File: src/rtl/dmem_arbiter.sv
// -----------------------------------------------------------------------------
// dmem_arbiter
//
// Shares the single-port DataMemory between the CPU data port (m0) and a
// secondary master (m1). One access is granted per cycle. m0 has fixed
// priority, but once m1 has been denied MAX_WAIT consecutive cycles it wins
// the next cycle. Read data comes back one cycle after the grant and is
// flagged with an rvalid to whichever requester issued the read.
//
// Parameters
//   ALEN      address width
//   XLEN      data width
//   MAX_WAIT  consecutive denied m1 cycles before m1 overrides m0 (1..255)
//
// Ports
//   clk, rst_n                 clock, asynchronous active-low reset
//   m{0,1}_req/we/be/funct3/addr/wdata   requester command, held until gnt
//   m{0,1}_gnt                 combinational accept for this cycle
//   m{0,1}_rvalid/rdata        read response (rdata is unqualified)
//   mem_we/be/funct3/addr/wdata  command to DataMemory
//   mem_rdata                  DataMemory read data, one cycle after the read
//   m1_starved                 registered, high while m1 is at its wait limit
// -----------------------------------------------------------------------------
module dmem_arbiter #(
    parameter int ALEN     = 32,
    parameter int XLEN     = 32,
    parameter int MAX_WAIT = 8
) (
    input  logic            clk,
    input  logic            rst_n,

    input  logic            m0_req,
    input  logic            m0_we,
    input  logic [3:0]      m0_be,
    input  logic [2:0]      m0_funct3,
    input  logic [ALEN-1:0] m0_addr,
    input  logic [XLEN-1:0] m0_wdata,
    output logic            m0_gnt,
    output logic            m0_rvalid,
    output logic [XLEN-1:0] m0_rdata,

    input  logic            m1_req,
    input  logic            m1_we,
    input  logic [3:0]      m1_be,
    input  logic [2:0]      m1_funct3,
    input  logic [ALEN-1:0] m1_addr,
    input  logic [XLEN-1:0] m1_wdata,
    output logic            m1_gnt,
    output logic            m1_rvalid,
    output logic [XLEN-1:0] m1_rdata,

    output logic            mem_we,
    output logic [3:0]      mem_be,
    output logic [2:0]      mem_funct3,
    output logic [ALEN-1:0] mem_addr,
    output logic [XLEN-1:0] mem_wdata,
    input  logic [XLEN-1:0] mem_rdata,

    output logic            m1_starved
);

    localparam logic [7:0] WAIT_LIMIT = 8'(MAX_WAIT);

    logic [7:0] wait_cnt;
    logic [7:0] wait_nxt;
    logic       rd_pend;
    logic       rd_owner;   // 0 = m0, 1 = m1
    logic       force_m1;
    logic       gnt0;
    logic       gnt1;
    logic       rd_grant;

    // ------------------------------------------------------------------
    // Grant decision: m1 overrides m0 only once it has hit its wait limit.
    // ------------------------------------------------------------------
    assign force_m1 = m1_req && (wait_cnt == WAIT_LIMIT);
    assign gnt1     = force_m1 || (m1_req && !m0_req);
    assign gnt0     = m0_req && !force_m1;

    assign m0_gnt   = gnt0;
    assign m1_gnt   = gnt1;

    // ------------------------------------------------------------------
    // Memory command mux. With no grant the command is a harmless no-op;
    // the address/data side simply follows m0.
    // ------------------------------------------------------------------
    always_comb begin
        // NOTE: every output gets a default first so no path leaves it
        // unassigned, which would otherwise infer a latch.
        mem_we     = 1'b0;
        mem_be     = 4'h0;
        mem_funct3 = m0_funct3;
        mem_addr   = m0_addr;
        mem_wdata  = m0_wdata;
        if (gnt1) begin
            mem_we     = m1_we;
            mem_be     = m1_be;
            mem_funct3 = m1_funct3;
            mem_addr   = m1_addr;
            mem_wdata  = m1_wdata;
        end else if (gnt0) begin
            mem_we     = m0_we;
            mem_be     = m0_be;
            mem_funct3 = m0_funct3;
            mem_addr   = m0_addr;
            mem_wdata  = m0_wdata;
        end
        // No memory writes can slip through while the system is in reset.
        if (!rst_n) begin
            mem_we = 1'b0;
        end
    end

    // ------------------------------------------------------------------
    // Starvation counter: counts consecutive denied m1 cycles, saturating
    // at the limit. Any grant or a dropped request starts over from zero.
    // ------------------------------------------------------------------
    always_comb begin
        wait_nxt = 8'd0;
        if (m1_req && !gnt1) begin
            wait_nxt = (wait_cnt == WAIT_LIMIT) ? wait_cnt : wait_cnt + 8'd1;
        end
    end

    assign rd_grant = (gnt0 && !m0_we) || (gnt1 && !m1_we);

    // ------------------------------------------------------------------
    // State: wait counter, starvation flag, and the one-deep read tracker
    // that remembers who owns the data arriving next cycle.
    // ------------------------------------------------------------------
    always_ff @(posedge clk or negedge rst_n) begin
        if (!rst_n) begin
            wait_cnt   <= 8'd0;
            m1_starved <= 1'b0;
            rd_pend    <= 1'b0;
            rd_owner   <= 1'b0;
        end else begin
            // NOTE: non-blocking assignments so every register samples the
            // pre-edge values regardless of statement order.
            wait_cnt   <= wait_nxt;
            m1_starved <= (wait_nxt == WAIT_LIMIT);
            rd_pend    <= rd_grant;
            rd_owner   <= rd_grant && gnt1;
        end
    end

    // ------------------------------------------------------------------
    // Response routing: data is broadcast, rvalid picks the owner.
    // ------------------------------------------------------------------
    assign m0_rvalid = rd_pend && !rd_owner;
    assign m1_rvalid = rd_pend &&  rd_owner;
    assign m0_rdata  = mem_rdata;
    assign m1_rdata  = mem_rdata;

endmodule

File: config.mk
export PLATFORM = sky130hd
export DESIGN_NAME = dmem_arbiter
export DESIGN_NICKNAME = d
export VERILOG_FILES = /design/src/rtl/dmem_arbiter.sv
export SDC_FILE = /design/constraint.sdc
export NUM_CORES = 1
export LEC_CHECK = 0
export CORE_AREA = 4 4 123 125
export CTS_BUF_LIST = sky130_fd_sc_hd__clkbuf_4 sky130_fd_sc_hd__clkbuf_8
export DETAILED_ROUTE_END_ITERATION = 8
export DIE_AREA = 0 0 127 129
export HOLD_SLACK_MARGIN = 0.15
export PLACE_DENSITY = 0.71
export SETUP_SLACK_MARGIN = 0.2
export SYNTH_ARGS = -nofsm -noshare
export SYNTH_HDL_FRONTEND = slang
export SYNTH_SLANG_ARGS = --single-unit
File: constraint.sdc
create_clock -name clk -period 1.9 [get_ports clk]
set_clock_uncertainty 0.05 [all_clocks]
set_input_delay 0.19 -clock clk [delete_from_list [all_inputs] [get_ports clk]]
set_output_delay 0.19 -clock clk [all_outputs]
set_load 0.02 [all_outputs]
==> results of run 1 <==
==> Yosys cell counts (2+ instances only) <==
cell	instances
buf_4	64
mux2_4	60
dfrtp_1	11
nor2_1	9
buf_12	7
mux2_2	7
nand3_1	5
a22o_1	4
inv_1	4
xor2_1	4
and3_1	3
xnor2_1	3
a21oi_1	2
ha_1	2
o21ai_0	2
==> cells by family (layout without fill, tap and decap cells) <==
logic type | Yosys count | in the layout
adders and majority gates | 2 | 2
xor gates and xnor gates | 7 | 7
and+or+nand+nor | 28 | 28
AOI/OAI and AO/OA | 13 | 13
muxes | 67 | 67
buffers and inverters | 77 | 289
DFF | 11 | 11
==> state kept, by name, summed over array words and instances (netlist names) <==
name        count
wait_cnt        8
m1_starved      1
rd_owner        1
rd_pend         1
==> through the flow <==
| step | worst slack (ns) | std cells |
|---|---|---|
| 4_1_cts | -0.472 | 583 |
| 3_3_place_gp | -0.541 | 559 |
| 5_1_grt | -0.523 | 597 |
| 6_report | -0.440 | 597 |
| 2_1_floorplan | 0.0146 | 205 |
| 3_5_place_dp | -0.539 | 559 |
==> final timing paths <==
check	start	end	slack (ns)	cells past startpoint
max	wait_cnt[7]$_DFF_PN0_	mem_wdata[8]	-0.44	8
min reg2reg	wait_cnt[0]$_DFF_PN0_	wait_cnt[0]$_DFF_PN0_	0.54	2
min in group clk	mem_rdata[23]	m0_rdata[23]	0.33	0
max reg2reg	wait_cnt[0]$_DFF_PN0_	rd_pend$_DFF_PN0_	0.19	9
min	rst_n	rd_pend$_DFF_PN0_	0.29	2
max in group asynchronous	rst_n	wait_cnt[6]$_DFF_PN0_	1.36	2
==> repair_timing <==
action                     CTS  global route
cloned                       2             2
setup endpoints to repair   76            76
hold buffers                 0             0
pin swaps                    3             3
gates resized for setup    323            56
buffers inserted            18            12
==> area by class of cell <==
| cell class | instances | area (sq um) |
|---|---|---|
| clock buffer | 4 | 48.8 |
| fill | 1340 | 8920 |
| inverter | 5 | 26.3 |
| multi-input combinational | 117 | 1400 |
| sequential | 11 | 275 |
| tap | 180 | 225 |
| timing repair buffer | 280 | 2990 |
==> metal layers <==
layer	up-vias	share of wire, %	global-route usage [%]
met5	-	0.20	0
met3	16	20	13.8
met4	4	0.92	2.21
met2	196	42	21.4
li1	1073	-	-
met1	1077	37	16.4
==> power groups by stage <==
stage	sequential, mW	clock (mW)	combinational [mW]
floorplan	0.246	0	0.651
global placement	0.245	0	1.09
detailed placement	0.245	0	1.09
CTS	0.242	0.245	1.18
global route	0.242	0.260	1.32
finish	0.242	0.239	1.26
==> qor.yml, run 1 <==
outcome: "complete, but fails checks"
violations: "negative setup slack"
cts_sinks: 11
path_max_fanout: 7
mostFrequentLayoutCell: "clkdlybuf4s50_1"
powerDensity_nw_per_um2: 350
core_area_sq_um: 13900
hold_slack_ns: 0.290
power_frac_seq_pct: 13.9
drive_gt1_share_pct: 51.6
antenna_found_initial: 2
maxSlewHeadroom_pct: 84.6
ys.flop_type: "dfrtp_1"
dp_hpwl_um: 11400
seq_area_frac_synth_pct: 12.2
netlist.area_leader.share_pct: 40.0
switchingPower_uw: 555
stdcell_area_sq_um: 4960
syn_nets: 387
rows: 43
pwr-share-comb_pct: 72.3
antenna_cells: 0
fin_nets: 600
worstPathCellList: "or3_4, o21ai_2, nand2_2, inv_8, buf_12, buf_8, mux2_4, buf_12"
viasPerCell: 3.96
internal_power_mw: 1.18
crit_family: "buffers and inverters"
slew_violations: 0
ctsHtreeMaxLevel: 1
drc: 0
crit_top_cell: "buf_12"
cts_buffer_depth: 2
clk_latency_ns: 0.23
period_minus_slack_ns: 2.34
leakagePower_nw: 2.22
start_util_pct: 16.2
rsz0062_at_grt: "true"
required_ns: 1.66
path_buf_inv: 4
die_area_sq_um: 16400
most-common-layout-cells: "clkdlybuf4s50_1, buf_6, mux2_4"
grt_pass1_vias: 2512
ant_nets: 0
worstMarginPinSlew_ns: 0.230
p_total_mw: 1.74
vdd_ir_drop_max_mv: 0.120
drtIter0Drc: 108
die_x_um: 127
clk_pin_slew_ns: 0.05
setup_slack_ns: -0.440
crit_path_start_kind: "flip-flop"
grt_max_degree: 12
ios: 321
ys_async_sr_fraction_pct: 100
slowest_delay_ns: 0.39
synthAdderAreaFrac_pct: 1.11
die_h_um: 129
tns_ns: -26.68
synth_compound_area_share_pct: 4.23
cp-end-kind: "primary output"
hold_violations: 0
crit_type: "reg -> out"
synthXorXnorAreaFrac_pct: 2.73
cts_tree: "built"
synth_edf_count: 0
setup_violations: 73
cap_violations: 0
portBuffers: 224
place_area_sq_um: 4300
netSwitchingFraction_pct: 31.9
synth_top_area_cell: "mux2_4"
synthMuxAreaShare_pct: 43.5
slowest_stage: "or3_4"
final_util_pct: 35.8
synth_area_sq_um: 2250
cts_buffers: 3
synth_simple_gate_area_share_pct: 7.23
synth_cell_types: 33
timing.fmax_mhz: 427
ys_ff_latch: 11
synth_top_family_by_area: "multiplexers"
grt.overflow.total: 0
worstPathArrival_ns: 2.10
avgSynthCellArea_sq_um: 11.0
synthCells: 205
syn_to_final_growth_pct: 121
wl_per_cell_um: 22.3
place.gp.congestion: 0.969
finalWirelength_um: 13300
via_count: 2366
synth_area_leaders: "mux2_4, buf_4, dfrtp_1"
cts-root-buf: "clkbuf_8"
hold_path_class: "in -> async"
pwr-share-clk_pct: 13.7
drt_pass1_iterations: 4
yosysWarnings: 0
fin_crit_sh_pct: 123
grt_pass1_wl_um: 17500
grt.total_usage_pct: 14.8
Note: power is estimated with default switching activity, not from simulation.
==> run 2, diff against run 1 <==
--- a/config.mk
+++ b/config.mk
@@ -5,12 +5,12 @@
 export SDC_FILE = /design/constraint.sdc
 export NUM_CORES = 1
 export LEC_CHECK = 0
-export CORE_AREA = 4 4 123 125
+export CORE_AREA = 4 4 122 124
 export CTS_BUF_LIST = sky130_fd_sc_hd__clkbuf_4 sky130_fd_sc_hd__clkbuf_8
 export DETAILED_ROUTE_END_ITERATION = 8
-export DIE_AREA = 0 0 127 129
+export DIE_AREA = 0 0 126 128
 export HOLD_SLACK_MARGIN = 0.15
-export PLACE_DENSITY = 0.71
+export PLACE_DENSITY = 0.7
 export SETUP_SLACK_MARGIN = 0.2
 export SYNTH_ARGS = -nofsm -noshare
 export SYNTH_HDL_FRONTEND = slang
==> constraint.sdc (replaced) <==
create_clock -name clk -period 2.19 [get_ports clk]
set_clock_uncertainty 0.05 [all_clocks]
set_input_delay 0.219 -clock clk [delete_from_list [all_inputs] [get_ports clk]]
set_output_delay 0.219 -clock clk [all_outputs]
set_load 0.02 [all_outputs]
==> run 2 against run 1 <==
Against the previous run: the run still ends with negative setup slack left; sequential share of layout area is 0.098 points higher; wire length is 2.7% lower; non-clock buffer count is 2 higher; die area is 1.6% lower; power fell by 15%; utilization decreased by 0.35 points; cell count grew 0.50%; setup slack improved by 0.20 ns; critical endpoint is now mem_addr[7]; largest power group unchanged; highest routed layer is now met4.
==> qor.yml, run 2 (same netlist as run 1, synthesis figures left out) <==
outcome: "complete, but fails checks"
violations: "negative setup slack"
antenna_found_initial: 0
dp.cells: 561
drt_pass1_iterations: 4
leakagePower_nw: 2.19
mostFrequentLayoutCell: "clkdlybuf4s50_1"
largest_register_ff_count: 8
viasPerCell: 3.91
cp-end-kind: "primary output"
internal_power_mw: 1.00
grtUsageMet2_pct: 19.2
drtIter0Drc: 95
slowest_stage: "or3_4"
syn_to_final_growth_pct: 117
place.gp.congestion: 0.915
dp_hpwl_um: 10500
hold_path_class: "in -> out"
worstMarginPinSlew_ns: 0.255
netSwitchingFraction_pct: 32.4
cts_sinks: 11
crit_family: "buffers and inverters"
fin_crit_sh_pct: 111
grtUsageMet1_pct: 16.6
pwr-share-comb_pct: 71.6
p_total_mw: 1.48
stdcell_area_sq_um: 4880
rows: 43
setup_slack_ns: -0.237
hold_slack_ns: 0.388
crit_top_cell: "buf_6"
finalWirelength_um: 13000
period_minus_slack_ns: 2.43
cts-root-buf: "clkbuf_8"
grt_pass1_vias: 2437
grt_pass1_wl_um: 16600
required_ns: 1.92
hold_violations: 0
fin_nets: 603
clk_latency_ns: 0.24
cts_buffer_depth: 2
ios: 321
worstPathArrival_ns: 2.16
core_area_sq_um: 13800
path_max_fanout: 5
crit_type: "reg -> out"
largest_register: "wait_cnt"
slew_violations: 0
min_from: "mem_rdata[13]"
ctsHtreeMaxLevel: 1
die_area_sq_um: 16100
portBuffers: 224
drive_gt1_share_pct: 51.4
grt_util_met3_pct: 12.4
ant_nets: 0
cts_tree: "built"
maxSlewHeadroom_pct: 83.0
grt.total_usage_pct: 13.8
path_buf_inv: 5
pwr-share-clk_pct: 14.2
start_util_pct: 16.3
grt_max_degree: 19
setup_violations: 72
worstPathCellList: "or3_4, o21ai_4, nand2_4, clkinv_8, buf_12, buf_8, buf_6, mux2_4, buf_6"
die_h_um: 128
r2r-start: "wait_cnt[4]$_DFF_PN0_"
powerDensity_nw_per_um2: 304
instances_no_fill: 600
power_frac_seq_pct: 14.1
grt.overflow.total: 0
most-common-layout-cells: "clkdlybuf4s50_1, buf_6, mux2_4"
cap_violations: 0
antenna_cells: 0
crit_path_start_kind: "flip-flop"
crit_start: "wait_cnt[4]$_DFF_PN0_"
place_area_sq_um: 4300
cts_buffers: 3
slowest_delay_ns: 0.41
drc: 0
tns_ns: -13.65
vdd_ir_drop_max_mv: 0.193
timing.fmax_mhz: 412
die_x_um: 126
switchingPower_uw: 480
via_count: 2345
gr-max-usage-layer: "met2"
clk_pin_slew_ns: 0.05
wl_per_cell_um: 21.6
rsz0062_at_grt: "true"
## run 2: final timing paths
check | slack, ns | end | cells past startpoint
worst max-delay path | -0.24 | mem_addr[7] | 9
worst min-delay path | 0.39 | m1_rdata[13] | 0
worst max register to register | 0.41 | rd_pend$_DFF_PN0_ | 7
worst min register to register | 0.55 | wait_cnt[0]$_DFF_PN0_ | 2
max in group asynchronous | 1.04 | wait_cnt[6]$_DFF_PN0_ | 3
min in group asynchronous | 0.67 | rd_owner$_DFF_PN0_ | 2
## run 2: power groups by stage
stage,sequential (mW),clock (mW),combinational [mW]
floorplan,0.213,0,0.560
global placement,0.212,0,0.945
detailed placement,0.213,0,0.948
CTS,0.210,0.216,0.994
global route,0.210,0.227,1.11
finish,0.210,0.211,1.06
## run 2: what timing repair did
action,4_1_cts,5_1_grt
gates cloned,0,3
endpoints found under the setup margin,74,75
hold endpoints to repair,2,0
pin swaps,1,2
setup buffers,14,17
hold buffers,1,0
resized for setup,313,52
## run 2: final cells by class
class                      count  area [sq um]
sequential                    11           275
tap                          180           225
fill                        1349          8900
timing repair inverter         1          6.26
clock buffer                   4          48.8
timing repair buffer         282          2890
multi-input combinational    117          1400
inverter                       5          31.3
## run 2: per-layer routing
metal / share of wire (%) / up-vias
li1: - / 1078
met1: 39 / 1062
met2: 42 / 191
met3: 18 / 14
met4: 1.1 / 0
met5: 0 / -
## run 2: through the flow
step                util (%)  setup slack, ns
global route            35.4           -0.298
detailed placement      31.2           -0.324
floorplan                  -            0.210
finish                  35.4           -0.237
CTS                     33.1           -0.302
global placement        31.2           -0.303
